--- config.mk ---
export PLATFORM = sky130hd
export DESIGN_NAME = imem_stream_loader_flat
export DESIGN_NICKNAME = d
export VERILOG_FILES = /design/src/rtl/imem_stream_loader_if.sv /design/src/rtl/imem_stream_loader.sv /design/src/flat_wrapper.sv
export SDC_FILE = /design/constraint.sdc
export NUM_CORES = 1
export LEC_CHECK = 0
export ABC_AREA = 1
export CORE_MARGIN = 2
export CORE_UTILIZATION = 50
export CTS_CLUSTER_SIZE = 12
export DETAILED_ROUTE_END_ITERATION = 7
export HOLD_SLACK_MARGIN = 0.06
export PLACE_DENSITY_LB_ADDON = 0.15
export SYNTH_ARGS = -nofsm -noshare
export SYNTH_HDL_FRONTEND = slang
export SYNTH_SLANG_ARGS = --single-unit
--- constraint.sdc ---
create_clock -name CLK -period 2 [get_ports CLK]
set_clock_uncertainty 0.15 [all_clocks]
set_input_delay 0.4 -clock CLK [delete_from_list [all_inputs] [get_ports CLK]]
set_output_delay 0.4 -clock CLK [all_outputs]
set_load 0.02 [all_outputs]
--- src/rtl/imem_stream_loader_if.sv ---
// Byte-stream input and instruction-memory write bus of the boot loader.
// master = loader side (sinks the stream, drives the memory bus); slave = environment side.
interface imem_stream_loader_if #(
  parameter int ADDR_W = 6
);
  logic              InValid;
  logic [7:0]        InData;
  logic              InReady;
  logic              WE;
  logic [ADDR_W-1:0] A;
  logic [31:0]       WD;

  modport master (
    input  InValid,
    input  InData,
    output InReady,
    output WE,
    output A,
    output WD
  );

  modport slave (
    output InValid,
    output InData,
    input  InReady,
    input  WE,
    input  A,
    input  WD
  );
endinterface

--- src/rtl/imem_stream_loader.sv ---
// Boot-time instruction-memory loader: header word N, then N words written from address 0.
// Optional trailing checksum word when LOADER_CHECKSUM_EN is defined.
module imem_stream_loader #(
  parameter int ADDR_W = 6
) (
  input  logic                  CLK,
  input  logic                  RST,
  input  logic                  Start,
  imem_stream_loader_if.master  bus,
  output logic                  CpuHold,
  output logic                  Done,
  output logic                  Error,
  output logic [ADDR_W:0]       WordsLoaded
);

  typedef enum logic [2:0] {
    S_IDLE = 3'd0,
    S_HDR  = 3'd1,
    S_LOAD = 3'd2,
    S_FIN  = 3'd3,
    S_DONE = 3'd4,
    S_ERR  = 3'd5
  } state_t;

  localparam logic [31:0] DEPTH = 32'd1 << ADDR_W;

  state_t            state_r, state_s;
  logic [1:0]        byte_cnt_r, byte_cnt_s;
  logic [23:0]       asm_r, asm_s;
  logic [ADDR_W:0]   n_r, n_s;
  logic [ADDR_W:0]   words_r, words_s, words_inc_s;
  logic              we_r, we_s;
  logic [ADDR_W-1:0] a_r, a_s;
  logic [31:0]       wd_r, wd_s;
  logic              in_ready_r, in_ready_s;
  logic              cpu_hold_r, cpu_hold_s;
  logic              done_r, done_s;
  logic              error_r, error_s;
  logic              accept_s, last_s;
  logic [31:0]       word_s;
`ifdef LOADER_CHECKSUM_EN
  logic [31:0]       sum_r, sum_s;
`endif

  // Next-state and next-output logic; outputs are derived from the next state so they register in step with it.
  always_comb begin
    state_s     = state_r;
    n_s         = n_r;
    words_s     = words_r;
    we_s        = 1'b0;
    a_s         = a_r;
    wd_s        = wd_r;
`ifdef LOADER_CHECKSUM_EN
    sum_s       = sum_r;
`endif
    word_s      = {asm_r, bus.InData};
    accept_s    = bus.InValid & in_ready_r;
    last_s      = accept_s & (byte_cnt_r == 2'd3);
    words_inc_s = words_r + (ADDR_W+1)'(1);

    if (accept_s) begin
      byte_cnt_s = byte_cnt_r + 2'd1;
      asm_s      = word_s[23:0];
    end else begin
      byte_cnt_s = byte_cnt_r;
      asm_s      = asm_r;
    end

    case (state_r)
      S_IDLE, S_DONE, S_ERR: begin
        if (Start) begin
          state_s = S_HDR;
          words_s = {(ADDR_W+1){1'b0}};
`ifdef LOADER_CHECKSUM_EN
          sum_s   = 32'd0;
`endif
        end else begin
          state_s = state_r;
        end
      end
      S_HDR: begin
        if (last_s) begin
          if (word_s > DEPTH) begin
            state_s = S_ERR;
          end else if (word_s == 32'd0) begin
            state_s = S_FIN;
          end else begin
            n_s     = word_s[ADDR_W:0];
            state_s = S_LOAD;
          end
        end else begin
          state_s = S_HDR;
        end
      end
      S_LOAD: begin
        // The write cycle retires the word; the count only moves once WE has been seen.
        if (we_r) begin
          words_s = words_inc_s;
          if (words_inc_s == n_r) begin
            state_s = S_FIN;
          end else begin
            state_s = S_LOAD;
          end
        end else if (last_s) begin
          we_s = 1'b1;
          a_s  = words_r[ADDR_W-1:0];
          wd_s = word_s;
`ifdef LOADER_CHECKSUM_EN
          sum_s = sum_r + word_s;
`endif
        end else begin
          state_s = S_LOAD;
        end
      end
      S_FIN: begin
`ifdef LOADER_CHECKSUM_EN
        if (last_s) begin
          if (word_s == sum_r) begin
            state_s = S_DONE;
          end else begin
            state_s = S_ERR;
          end
        end else begin
          state_s = S_FIN;
        end
`else
        state_s = S_DONE;
`endif
      end
      default: begin
        state_s = S_IDLE;
      end
    endcase

`ifdef LOADER_CHECKSUM_EN
    in_ready_s = (state_s == S_HDR) | ((state_s == S_LOAD) & ~we_s) | (state_s == S_FIN);
`else
    in_ready_s = (state_s == S_HDR) | ((state_s == S_LOAD) & ~we_s);
`endif
    cpu_hold_s = (state_s != S_DONE);
    done_s     = (state_s == S_DONE);
    error_s    = (state_s == S_ERR);
  end

  // FSM state register.
  always_ff @(posedge CLK) begin
    if (!RST) begin
      state_r <= S_IDLE;
    end else begin
      state_r <= state_s;
    end
  end

  // Datapath and registered outputs.
  always_ff @(posedge CLK) begin
    if (!RST) begin
      byte_cnt_r <= 2'd0;
      asm_r      <= 24'd0;
      n_r        <= {(ADDR_W+1){1'b0}};
      words_r    <= {(ADDR_W+1){1'b0}};
      we_r       <= 1'b0;
      a_r        <= {ADDR_W{1'b0}};
      wd_r       <= 32'd0;
      in_ready_r <= 1'b0;
      cpu_hold_r <= 1'b1;
      done_r     <= 1'b0;
      error_r    <= 1'b0;
`ifdef LOADER_CHECKSUM_EN
      sum_r      <= 32'd0;
`endif
    end else begin
      byte_cnt_r <= byte_cnt_s;
      asm_r      <= asm_s;
      n_r        <= n_s;
      words_r    <= words_s;
      we_r       <= we_s;
      a_r        <= a_s;
      wd_r       <= wd_s;
      in_ready_r <= in_ready_s;
      cpu_hold_r <= cpu_hold_s;
      done_r     <= done_s;
      error_r    <= error_s;
`ifdef LOADER_CHECKSUM_EN
      sum_r      <= sum_s;
`endif
    end
  end

  assign bus.InReady  = in_ready_r;
  assign bus.WE       = we_r;
  assign bus.A        = a_r;
  assign bus.WD       = wd_r;
  assign CpuHold      = cpu_hold_r;
  assign Done         = done_r;
  assign Error        = error_r;
  assign WordsLoaded  = words_r;

endmodule

--- src/flat_wrapper.sv ---
// flat-port wrapper written by rule: the top's interface ports become plain ports
module imem_stream_loader_flat 
#(
  parameter int ADDR_W = 6
)
  (CLK, RST, Start, CpuHold, Done, Error, WordsLoaded, bus_InValid, bus_InData, bus_InReady, bus_WE, bus_A, bus_WD);
  imem_stream_loader_if #(.ADDR_W(ADDR_W)) bus_i ();
  input  logic CLK;
  input  logic RST;
  input  logic Start;
  output logic CpuHold;
  output logic Done;
  output logic Error;
  output logic [ADDR_W:0] WordsLoaded;
  input wire logic [$bits(bus_i.InValid)-1:0] bus_InValid;
  input wire logic [$bits(bus_i.InData)-1:0] bus_InData;
  output wire logic [$bits(bus_i.InReady)-1:0] bus_InReady;
  output wire logic [$bits(bus_i.WE)-1:0] bus_WE;
  output wire logic [$bits(bus_i.A)-1:0] bus_A;
  output wire logic [$bits(bus_i.WD)-1:0] bus_WD;
  assign bus_i.InValid = bus_InValid;
  assign bus_i.InData = bus_InData;
  assign bus_InReady = bus_i.InReady;
  assign bus_WE = bus_i.WE;
  assign bus_A = bus_i.A;
  assign bus_WD = bus_i.WD;
  imem_stream_loader #(.ADDR_W(ADDR_W)) u_core (.CLK(CLK), .RST(RST), .Start(Start), .bus(bus_i), .CpuHold(CpuHold), .Done(Done), .Error(Error), .WordsLoaded(WordsLoaded));
endmodule
==> metrics.md <==
| Metric | Value |
|---|---|
| RSZ-0062 raised after global routing | yes |
| Biggest area consumer among synthesized cells | dfxtp_1 |
| CTS Buffer Depth | 2 |
| Post-synthesis sequential area ratio | 50.50% |
| Outcome | finished clean |
| Share of cells above drive strength 1 | 9.290% |
| Vias in the first global route | 2947 |
| Worst R2R Start | u_core.WordsLoaded[0] |
| Residual DRC | 0 |
| Post-synth ARST share | 0% |
| Total number of vias | 3189 |
| Setup slack after layout | 76.76 ps |
| Worst path cell trace | clkdlybuf4s50_1 |
| Total grt overflow | 0 |
| Crit Reg-Reg Endpoint | u_core.bus.InReady |
| Initial antenna violation count | 0 |
| Top post-synthesis cells by area | dfxtp_1, nor2_1, o21ai_0 |
| FF-to-FF setup slack | 180 ps |
| Final Hold Viols | 0 |
| GRT Util Overall | 23.33% |
| Iter 0 DRT Violations | 194 |
| Final instance area | 0.004431 mm2 |
| Post-CTS Setup Bufs | 0 |
| Worst Tran Pin Value | 427.2 ps |
| Critical path origin | u_core.WordsLoaded[1] |
| Ys flop type | dfxtp_1 |
| Total power per unit cell area | 728.1 mW/mm2 |
| Per-cell routed wire length | 13.03 um |
| Core footprint | 0.006681 mm2 |
| Cell area after placement | 0.004229 mm2 |
| Clock Latency Late Sink | 360 ps |
| Top cells by count, synth | nor2_1, dfxtp_1, o21ai_0, nand2_1 |
| H-tree depth | 3 |
| Syn. warnings | 0 |
| Die Ht | 86.58 um |
| Post-synthesis cell area | 0.003410 mm2 |
| Area Overhead vs Synth | 29.94% |
| Die W | 86.58 um |
| Worst Path Max Fanout | 6 |
| Setup crit start kind | register |
| FMAX | 520.0 MHz |
| Pin count of the biggest net entering global routing | 49 |
| WP depth | 1 |
| RePlAce Congestion | 0.8523 |
| Worst setup path class | register to output pin |
| Num CTS Buffers | 9 |
| Critical path capture point | WordsLoaded[1] |
| Root buf cell | clkbuf_8 |
| Final period util | 96.16% |
| Syn_area_per_cell | 7.270 um2 |
| Worst min path class | input pin to register |
| Final nets | 558 |
| Fin util | 66.31% |
| Final wirelength | 8194 um |
| First-pass GRT wire length | 13660 um |
| Final ANT Viol Nets | 0 |
| Initial core utilization | 51.03% |
| Worst endpoint required time | 1450 ps |
| Number of flops mapped to enable cells by yosys | 0 |
| CP top delay family | buffers and inverters |
| Post-synthesis cell type count | 26 |
| Peak supply drop | 0.4299 mV |
| DP HPWL | 5594 um |
| R2R depth | 13 |
| Endpoints failing setup | 0 |
| Final worst path period need | 1923 ps |
| Worst EP arrival | 1370 ps |
| Slew headroom | 71.49% |
| Core Rows | 30 |
| Filler cell count | 625 |
| Die area | 0.007495 mm2 |
| CP Capture Type | output pin |
| Largest stage delay on the critical path | 620 ps |
| Setup WS pre-CTS | -268.9 ps |
| Post_cts resized | 2 |
| Port Buffers | 61 |
| Leak pwr | 1.888 nW |
| Crit path buffers/inverters | 1 |
| Mapped Nets | 483 |
| CTS Hold Bufs | 0 |
| Vias per Instance | 5.070 |
| CTS tree | yes |
| Max Cap Viol | 0 |
| Count leader, synth | nor2_1 |
| Critical-path top delay cell | clkdlybuf4s50_1 |
| Top-area cell type share of the netlist area | 50.50% |
| CTS Sinks | 86 |
| Hold Path Depth | 3 |
| Clock transition at path regs | 90 ps |
| Mapped Cells | 469 |
| Diode count | 0 |
| DRT Pass-1 Iters | 4 |
| #FFs+latches synth | 86 |
| Max-slew violations | 0 |
| I/O pins | 62 |
report_power, final:
part           switching (mW)  internal, mW  leakage [nW]
sequential             0.0430          1.76         0.697
clock                   0.609         0.555        0.0889
combinational           0.157         0.105          1.10
total                   0.809          2.42          1.89
layout by cell type, fill, tap and decap left out, types with 5 or more instances in the layout:
master and n:
nand3_1 17, buf_4 23, clkbuf_8 12, inv_1 31
clkdlybuf4s50_1 57, a21oi_1 31, o21ai_1 6, dfxtp_1 85
o21ai_0 65, nand4_1 5, nand2_1 57, nor2_1 132
registers in the layout, summed over array words and instances, names as in the netlist:
name	cells
u_core.bus.WD	32
u_core.asm_r	24
u_core.WordsLoaded	7
u_core.n_r	7
u_core.bus.A	6
u_core.state_r	3
u_core.byte_cnt_r	2
u_core.CpuHold	1
u_core.Done	1
u_core.Error	1
u_core.bus.InReady	1
u_core.bus.WE	1
final cells by class:
cell class,count,area [um2],share of cell area [%]
inverter,32,120.1,2.711
clock buffer,14,172.7,3.897
multi-input combinational,329,1481,33.44
tap,80,100.1,2.259
timing repair buffer,86,818.3,18.47
sequential,86,1723,38.89
clock inverter,2,15.01,0.3389
kinds of logic (layout without fill, tap and decap cells):
kind of cell	after synthesis	count (layout)	synth area share (%)
flops	86	86	50.50
buf+inv	54	134	6.421
compound gates	104	104	15.45
simple gates	221	221	26.39
xor+xnor	2	2	0.5139
fa+ha+maj	2	2	0.7338
worst reg2reg max path: cells and delay by family (launching register included):
family          cells  cell delay, ps
flops               1             420
simple gates        9             780
buf+inv             2             140
compound gates      1              70
fa+ha+maj           1             170
per-layer routing:
metal / routed length [um] / global-route usage [%] / up-vias
met5: 0 / 0 / -
met4: 125 / 10.09 / 0
met3: 416 / 3.810 / 8
li1: - / - / 1656
met2: 3712 / 36.01 / 79
met1: 3939 / 32.37 / 1446
metrics by stage:
step           total power [mW]  hold WS, ps  setup TNS, ps  cells
2_1_floorplan             1.989        292.7              0    469
3_5_place_dp              2.098        314.4          -2088    613
5_1_grt                   3.350        254.2         -3.536    629
6_report                  3.226        256.4              0    629
4_1_cts                   3.238        257.1              0    629
3_3_place_gp              2.092        311.5          -1644    613
worst min-delay path by stage:
stage	start	end	slack, ps
3_3_place_gp	u_core.n_r[3]	u_core.n_r[3]	310
4_1_cts	RST	u_core.bus.A[5]	260
5_1_grt	RST	u_core.bus.A[5]	250
6_report	RST	u_core.bus.A[3]	260
2_1_floorplan	u_core.n_r[4]	u_core.n_r[4]	290
3_5_place_dp	u_core.n_r[3]	u_core.n_r[3]	310
No activity file was read; power rests on OpenSTA's default activity.
